`src/rtl/bullet_ctrl.sv`:
```
// Per-tank bullet controller: launches, steps and retires one bullet per player, then enforces a reload cooldown.
// Latency: state updates land 2 Clk edges after frame_clk rises; every output is registered.
// Backpressure: none; checker verdicts are sampled on tick edges, and fire edges outside IDLE are dropped.
module bullet_ctrl #(
  parameter int STEP_B      = 5,
  parameter int BULLET_SIZE = 8,
  parameter int TANK_SIZE   = 32,
  parameter int SCREEN_W    = 640,
  parameter int SCREEN_H    = 480,
  parameter int COOLDOWN    = 30
) (
  input  logic       Clk,
  input  logic       Reset,
  input  logic       frame_clk,
  input  logic       fire,
  input  logic [9:0] X_Tank,
  input  logic [9:0] Y_Tank,
  input  logic [2:0] facing,
  input  logic [1:0] hit,
  input  logic       target_alive,
  output logic [9:0] X_Bullet,
  output logic [9:0] Y_Bullet,
  output logic [2:0] bullet_dir,
  output logic [9:0] saveX,
  output logic [9:0] saveY,
  output logic       bullet_active,
  output logic       kill
);

  localparam int CNT_W = (COOLDOWN > 255) ? $clog2(COOLDOWN + 1) : 8;

  // Bullet is centred on the tank; edge limits are precomputed so the
  // per-tick comparisons never need a wrapping add.
  localparam logic [9:0]  OFFSET = 10'((TANK_SIZE - BULLET_SIZE) / 2);
  localparam logic [9:0]  STEP   = 10'(STEP_B);
  localparam logic [10:0] LIM_LO = 11'(STEP_B);
  localparam logic [10:0] LIM_X  = 11'(SCREEN_W - BULLET_SIZE - STEP_B);
  localparam logic [10:0] LIM_Y  = 11'(SCREEN_H - BULLET_SIZE - STEP_B);

  typedef enum logic [1:0] {S_IDLE, S_FLIGHT, S_COOL} state_t;

  state_t     state_q, state_n;
  logic       f1, f2, fire_q, fire_pend, pend_n;
  logic       tick, fire_rise, off_screen;
  logic [9:0] xb_n, yb_n, sx_n, sy_n;
  logic [2:0] dir_n;
  logic       act_n, kill_n;
  logic [CNT_W-1:0] cnt_q, cnt_n;

  assign tick      = f1 & ~f2;
  assign fire_rise = fire & ~fire_q;

  // Would the pending step carry the bullet past the screen edge?
  always_comb begin
    off_screen = 1'b0;
    case (bullet_dir)
      3'd1:    off_screen = {1'b0, Y_Bullet} < LIM_LO;
      3'd2:    off_screen = {1'b0, X_Bullet} > LIM_X;
      3'd3:    off_screen = {1'b0, X_Bullet} < LIM_LO;
      3'd4:    off_screen = {1'b0, Y_Bullet} > LIM_Y;
      default: off_screen = 1'b0;
    endcase
  end

  // Next-state and next-output logic; everything except the fire latch moves only on tick.
  always_comb begin
    state_n = state_q;
    xb_n    = X_Bullet;
    yb_n    = Y_Bullet;
    sx_n    = saveX;
    sy_n    = saveY;
    dir_n   = bullet_dir;
    act_n   = bullet_active;
    kill_n  = 1'b0;
    cnt_n   = cnt_q;
    pend_n  = fire_pend;

    // A fire edge seen on a tick edge is kept for the following tick.
    if (tick)
      pend_n = fire_rise && (state_q == S_IDLE) && !fire_pend;
    else if (fire_rise && (state_q == S_IDLE))
      pend_n = 1'b1;

    if (tick) begin
      case (state_q)
        S_IDLE: begin
          if (fire_pend && (facing >= 3'd1) && (facing <= 3'd4)) begin
            state_n = S_FLIGHT;
            dir_n   = facing;
            act_n   = 1'b1;
            xb_n    = X_Tank + OFFSET;
            yb_n    = Y_Tank + OFFSET;
            sx_n    = X_Tank;
            sy_n    = Y_Tank;
          end
        end
        S_FLIGHT: begin
          if (!target_alive || (hit == 2'b00) || off_screen) begin
            kill_n  = !target_alive;
            dir_n   = 3'd0;
            act_n   = 1'b0;
            cnt_n   = CNT_W'(COOLDOWN);
            state_n = (COOLDOWN == 0) ? S_IDLE : S_COOL;
          end else begin
            case (bullet_dir)
              3'd1:    yb_n = Y_Bullet - STEP;
              3'd2:    xb_n = X_Bullet + STEP;
              3'd3:    xb_n = X_Bullet - STEP;
              3'd4:    yb_n = Y_Bullet + STEP;
              default: ;
            endcase
          end
        end
        S_COOL: begin
          if (cnt_q == CNT_W'(1)) begin
            cnt_n   = '0;
            state_n = S_IDLE;
          end else begin
            cnt_n = cnt_q - CNT_W'(1);
          end
        end
        default: state_n = S_IDLE;
      endcase
    end
  end

  // State register plus tick and fire edge detectors; reset beats tick.
  always_ff @(posedge Clk) begin
    if (Reset) begin
      state_q       <= S_IDLE;
      f1            <= 1'b0;
      f2            <= 1'b0;
      fire_q        <= 1'b0;
      fire_pend     <= 1'b0;
      X_Bullet      <= '0;
      Y_Bullet      <= '0;
      saveX         <= '0;
      saveY         <= '0;
      bullet_dir    <= '0;
      bullet_active <= 1'b0;
      kill          <= 1'b0;
      cnt_q         <= '0;
    end else begin
      state_q       <= state_n;
      f1            <= frame_clk;
      f2            <= f1;
      fire_q        <= fire;
      fire_pend     <= pend_n;
      X_Bullet      <= xb_n;
      Y_Bullet      <= yb_n;
      saveX         <= sx_n;
      saveY         <= sy_n;
      bullet_dir    <= dir_n;
      bullet_active <= act_n;
      kill          <= kill_n;
      cnt_q         <= cnt_n;
    end
  end

endmodule

```
`config.mk`:
```
export PLATFORM = sky130hd
export DESIGN_NAME = bullet_ctrl
export DESIGN_NICKNAME = d
export VERILOG_FILES = /design/src/rtl/bullet_ctrl.sv
export SDC_FILE = /design/constraint.sdc
export NUM_CORES = 1
export LEC_CHECK = 0
export BUFFER_PORTS_ARGS = -buffer_cell sky130_fd_sc_hd__buf_2
export CORE_ASPECT_RATIO = 0.8
export CORE_UTILIZATION = 30
export CTS_CLUSTER_DIAMETER = 30
export DETAILED_ROUTE_END_ITERATION = 10
export PLACE_DENSITY = 0.55
export SLEW_MARGIN = 15
export SYNTH_ARGS = -nofsm -noshare
export SYNTH_HDL_FRONTEND = slang
export SYNTH_SLANG_ARGS = --single-unit
export TNS_END_PERCENT = 100
```
`constraint.sdc`:
```
create_clock -name Clk -period 5.2 [get_ports Clk]
set_clock_uncertainty 0.1 [all_clocks]
set_input_delay 0.78 -clock Clk [delete_from_list [all_inputs] [get_ports Clk]]
set_output_delay 0.78 -clock Clk [all_outputs]
set_load 0.01 [all_outputs]
```
==> metrics.csv, run 1 <==
metric;value;unit
critical path arrival;3.20;ns
commonest non-fill, non-tap cell in the layout;buf_2;
CTS Buffer Depth;2;
Horiz. Die Dim;125;um
routability cong.;0.885;
# nets final;548;
routed len/inst;16.3;um
largest net degree at the start of global routing;59;
Top-Level Pins;75;
CP endpoint kind;flop;
final worst-path cycle share;58.5;%
initial core utilization;31.1;%
CTS tree;yes;
via count;3602;
Slew Viols, Final;0;
Worst-Margin Slew;0.907;ns
Post-synth EDFFs;0;
Async SR Flop Fraction;0;%
Initial DRC Count;382;
first-pass GRT wire length;17.6;mm
Synth Net Count;492;
Synth area leader;dfxtp_1;
Final HPWL DP;7.77;mm
Leakage;1.71;nW
antenna-violating nets left;0;
vias in the first global route;3374;
die height;100;um
grt met3 use;4.42;%
I/O Buffers;74;
Post-CTS Hold Fix Bufs;0;
Root Buffer;clkbuf_16;
most frequent cells in the layout;74 x buf_2, 59 x dfxtp_1, 57 x nand2_1;
postcts setup bufs;0;
Pwr Density;285;mW/mm^2
Slew headroom;39.5;%
Total Die Area;0.0125;mm^2
# DRC;14;
met2 usage;26.8;%
GRT busiest layer;met2;
CP Cell Sequence;buf_2 -> or3_1 -> nand4_2 -> inv_2 -> a21oi_2 -> o21ai_0 -> a21oi_1;
total power;0.00124;W
GRT Util Overall;17.9;%
Hold Worst Slack;0.352;ns
post-cts sizing count;0;
status;finished, violations left;
failing checks;DRC;
sequential fraction of the synthesis area;32.6;%
Synth Instances;454;
Max-Cap Viols;0;
Worst-Skew Late Latency;0.33;ns
Setup violations, final;0;
Layout area overhead;20.1;%
Top FF cell, synth;dfxtp_1;
Min Clock Period, post-route;3.04;ns
RSZ-0062 raised after global routing;false;
Via-to-Cell Ratio;5.43;
post-synthesis cell type count;74;
kind of critical path;primary input to flop;
Routed WL;10.8;mm
DRT Pass-1 Iters;7;
clk slew on worst S/H paths;0.05;ns
cell area after synthesis;0.00363;mm^2
critical path data required time;5.36;ns
VDD IR-drop max;141;uV
initial antenna violation count;0;
H-tree Lvls;3;
Row Count;35;
hold crit path type;flop to flop;
clk sinks;59;
crit-path max cell delay;0.74;ns
yosys warns;0;
leading post-synthesis cells by cell area;dfxtp_1 33%, a21oi_1 7.6%, nand2_1 5.9%;
CTS Buf Count;9;
core area;0.0116;mm^2
Fmax;0.329;GHz
layout cells sized above 1;25.0;%
GR Overflow Total;0;
final hold vios;0;
top cell type's share of synthesized area;32.6;%
global-route met1 utilization;25.3;%
setup TNS;0;ns
Critical Path Start Type;primary input;
worst-path fanout max;28;
synthesized flop and latch total;59;
Slowest-stage cell, CP;a21oi_2;
synthesized area per cell;7.99;um^2
ant diodes;0;
==> worst max-delay path, delay by kind of cell <==
family / cells / cell delay [ns]
simple gates: 2 / 0.90
buf+inv: 2 / 0.40
compound gates: 3 / 1.10
==> Yosys cell counts, types with 3 or more instances <==
cell,number
xor2_1,4
nand2b_1,4
a211oi_2,3
nand4_1,3
a21oi_2,7
buf_2,7
nand2_1,57
inv_1,12
nor2b_1,5
nand3_1,6
o21ai_0,17
dfxtp_1,59
nor2_1,50
clkbuf_1,16
a31oi_1,10
a22oi_1,6
a21oi_1,55
o2111ai_1,3
a22o_1,3
xnor2_1,11
mux2i_1,5
buf_6,6
o32ai_1,10
ha_1,8
nor4_1,5
o32ai_2,3
nor3_1,24
==> state kept, by name, summed over array words and instances (netlist names) <==
register and cells:
fire_q 1, fire_pend 1, kill 1, bullet_dir 3, bullet_active 1, cnt_q 8, state_q 2, saveX 10
saveY 10, X_Bullet 10, Y_Bullet 10, f1 1, f2 1
==> path summary, 6_finish.rpt <==
path / start / end / slack, ns / cells past startpoint
min reg2reg: saveX[7]$_SDFFE_PP0P_ / saveX[7]$_SDFFE_PP0P_ / 0.35 / 2
max reg2reg: state_q[0]$_SDFFE_PP0P_ / X_Bullet[4]$_SDFFE_PP0P_ / 2.44 / 6
max: facing[1] / Y_Bullet[9]$_SDFFE_PP0P_ / 2.16 / 7
min: saveX[7]$_SDFFE_PP0P_ / saveX[7]$_SDFFE_PP0P_ / 0.35 / 2
==> layer usage <==
metal	up-vias	share of wire (%)
met1	1698	50
li1	1755	-
met5	-	0
met3	9	6.7
met4	0	0.76
met2	140	42
==> through the flow <==
step / cells / setup WS, ns / cell area [um^2] / utilization (%)
CTS: 663 / 2.18 / 4360 / 37.4
finish: 663 / 2.16 / 4360 / 37.4
global route: 663 / 1.87 / 4360 / 37.4
floorplan: 454 / 2.91 / 3630 / -
global placement: 647 / 1.86 / 4030 / 34.6
detailed placement: 647 / 1.84 / 4030 / 34.6
==> power by group <==
part | internal (W) | switching [W] | total [W]
logic | 0.0000427 | 0.0000681 | 0.000111
clock network | 0.000445 | 0.000217 | 0.000662
registers | 0.000460 | 0.0000109 | 0.000471
==> cell families after synthesis <==
kind of cell               share of synthesized area (%)
DFF                                                 32.6
muxes                                               1.38
xor gates and xnor gates                            3.62
and+or+nand+nor                                     26.7
buffers and inverters                               6.24
AOI/OAI and AO/OA                                   26.8
adders and majority gates                           2.76
==> layout make-up <==
cell class / count / area (um^2)
clock inverter: 4 / 72.6
inverter: 13 / 48.8
timing repair buffer: 77 / 393
sequential: 59 / 1180
multi-input combinational: 350 / 2220
clock buffer: 12 / 256
fill: 1197 / 7290
tap: 148 / 185
(Power assumes the default switching activity.)
==> run 2, diff against run 1 <==
==> constraint.sdc (replaced) <==
create_clock -name Clk -period 3.15 [get_ports Clk]
set_clock_uncertainty 0.1 [all_clocks]
set_input_delay 0.4725 -clock Clk [delete_from_list [all_inputs] [get_ports Clk]]
set_output_delay 0.4725 -clock Clk [all_outputs]
set_load 0.01 [all_outputs]
==> run 2 against run 1 <==
The run still ends with DRC left. Sequential power up 65%. Combinational power rose by 67%. Non-clock buffer count up 4. Critical path depth rose by 2. Clock power is 48% higher. Clock-buffer cell count fell by 1. Wire length increased by 0.50%. Total power grew 56%. Die area stayed put. Worst hold slack worse by 0.13 ns. Largest power group unchanged. Highest routed layer unchanged.
==> metrics.csv, run 2 (synthesis results as in run 1) <==
metric;value;unit
initial core utilization;31.1;%
critical path arrival;2.60;ns
met2 wire len;4.59;mm
DP Area;0.00406;mm^2
Horiz. Die Dim;125;um
routed len/inst;16.2;um
Pwr Density;446;mW/mm^2
GR Overflow Total;0;
clk sinks;59;
routability cong.;0.889;
Fmax;0.398;GHz
Max-Cap Viols;0;
VDD IR-drop max;256;uV
DRT met1 WL;5.23;mm
clk slew on worst S/H paths;0.05;ns
Slew Viols, Final;0;
Min Clock Period, post-route;2.51;ns
Worst-Margin Slew;0.677;ns
CTS tree;yes;
vias in the first global route;3447;
CP endpoint kind;flop;
commonest non-fill, non-tap cell in the layout;buf_2;
CTS Buffer Depth;2;
H-tree Lvls;3;
setup TNS;0;ns
Slew headroom;54.9;%
DRT Pass-1 Iters;8;
die height;100;um
Routed WL;10.8;mm
Row Count;35;
Final HPWL DP;7.97;mm
antenna-violating nets left;0;
Worst-Skew Late Latency;0.33;ns
core area;0.0116;mm^2
Top-Level Pins;75;
Critical Path Start Type;flop;
critical path data required time;3.24;ns
layout cells sized above 1;25.6;%
RSZ-0062 raised after global routing;false;
initial antenna violation count;0;
kind of critical path;flop to flop;
met3 WL;844;um
Leakage;1.72;nW
via count;3603;
Initial DRC Count;355;
Final Instance Area;0.00435;mm^2
# DRC;14;
most frequent cells in the layout;74 x buf_2, 59 x dfxtp_1, 57 x nand2_1;
Total Die Area;0.0125;mm^2
status;finished, violations left;
Setup violations, final;0;
Via-to-Cell Ratio;5.40;
postcts setup bufs;0;
# nets final;552;
final hold vios;0;
Layout area overhead;20.0;%
Root Buffer;clkbuf_16;
post-cts sizing count;0;
max layer used;met4;
Final Util;37.4;%
first-pass GRT wire length;18.1;mm
failing checks;DRC;
worst-path fanout max;13;
I/O Buffers;74;
final worst-path cycle share;79.8;%
GRT Util Overall;18.5;%
ant diodes;0;
Post-CTS Hold Fix Bufs;0;
hold crit path type;primary input to flop;
CTS Buf Count;9;
largest net degree at the start of global routing;58;
==> run 2: cell count changes in the layout (fill, tap and decap cells not counted), sizes merged <==
cell / before / now
clkinv: 1 / 3
bufinv: 2 / 1
clkbuf: 12 / 11
buf: 77 / 81
==> run 2: power by group <==
group / switching (W) / leakage [nW] / total [W] / internal (W)
clock network: 0.000350 / 0.145 / 0.000979 / 0.000629
logic: 0.000113 / 1.10 / 0.000185 / 0.0000719
registers: 0.0000179 / 0.477 / 0.000777 / 0.000760
==> run 2: critical path, stage by stage, from the launching register on <==
cell	delay [ns]
dfxtp_1	0.38
inv_1	0.10
ha_1	0.22
and2b_1	0.24
and4b_4	0.23
a211oi_4	0.34
a31oi_4	0.26
buf_4	0.25
a21oi_1	0.15
o32ai_2	0.10
==> run 2: layout make-up <==
cell class	instances	area [um^2]
Clock inverter	5	52.6
Timing Repair Buffer	81	423
Clock buffer	11	243
Fill cell	1214	7290
Tap cell	148	185
Sequential cell	59	1180
Multi-Input combinational cell	350	2220
Inverter	13	48.8
==> run 2: path summary, 6_finish.rpt <==
check | start | to | slack [ns] | depth (start not counted)
setup / recovery | Y_Bullet[0]$_SDFFE_PP0P_ | X_Bullet[6]$_SDFFE_PP0P_ | 0.64 | 9
hold / removal | target_alive | kill$_SDFF_PP0_ | 0.22 | 2
setup reg to reg | Y_Bullet[0]$_SDFFE_PP0P_ | X_Bullet[6]$_SDFFE_PP0P_ | 0.64 | 9
hold reg to reg | saveX[4]$_SDFFE_PP0P_ | saveX[4]$_SDFFE_PP0P_ | 0.35 | 2
==> run 2: metal layers <==
metal	up-vias	GRT usage, %
met4	0	6.00
met2	140	27.9
met5	-	0
met3	17	5.49
li1	1758	-
met1	1688	25.2
==> run 2: through the flow <==
stage	power, W	worst slack, ns	cells	hold WS [ns]
final	0.00194	0.635	667	0.220
after global routing	0.00201	0.475	667	0.221
after CTS	0.00196	0.640	667	0.213
after detailed placement	0.000976	0.692	651	0.342
after global placement	0.000974	0.732	651	0.335
after floorplan	0.000906	0.922	454	0.355
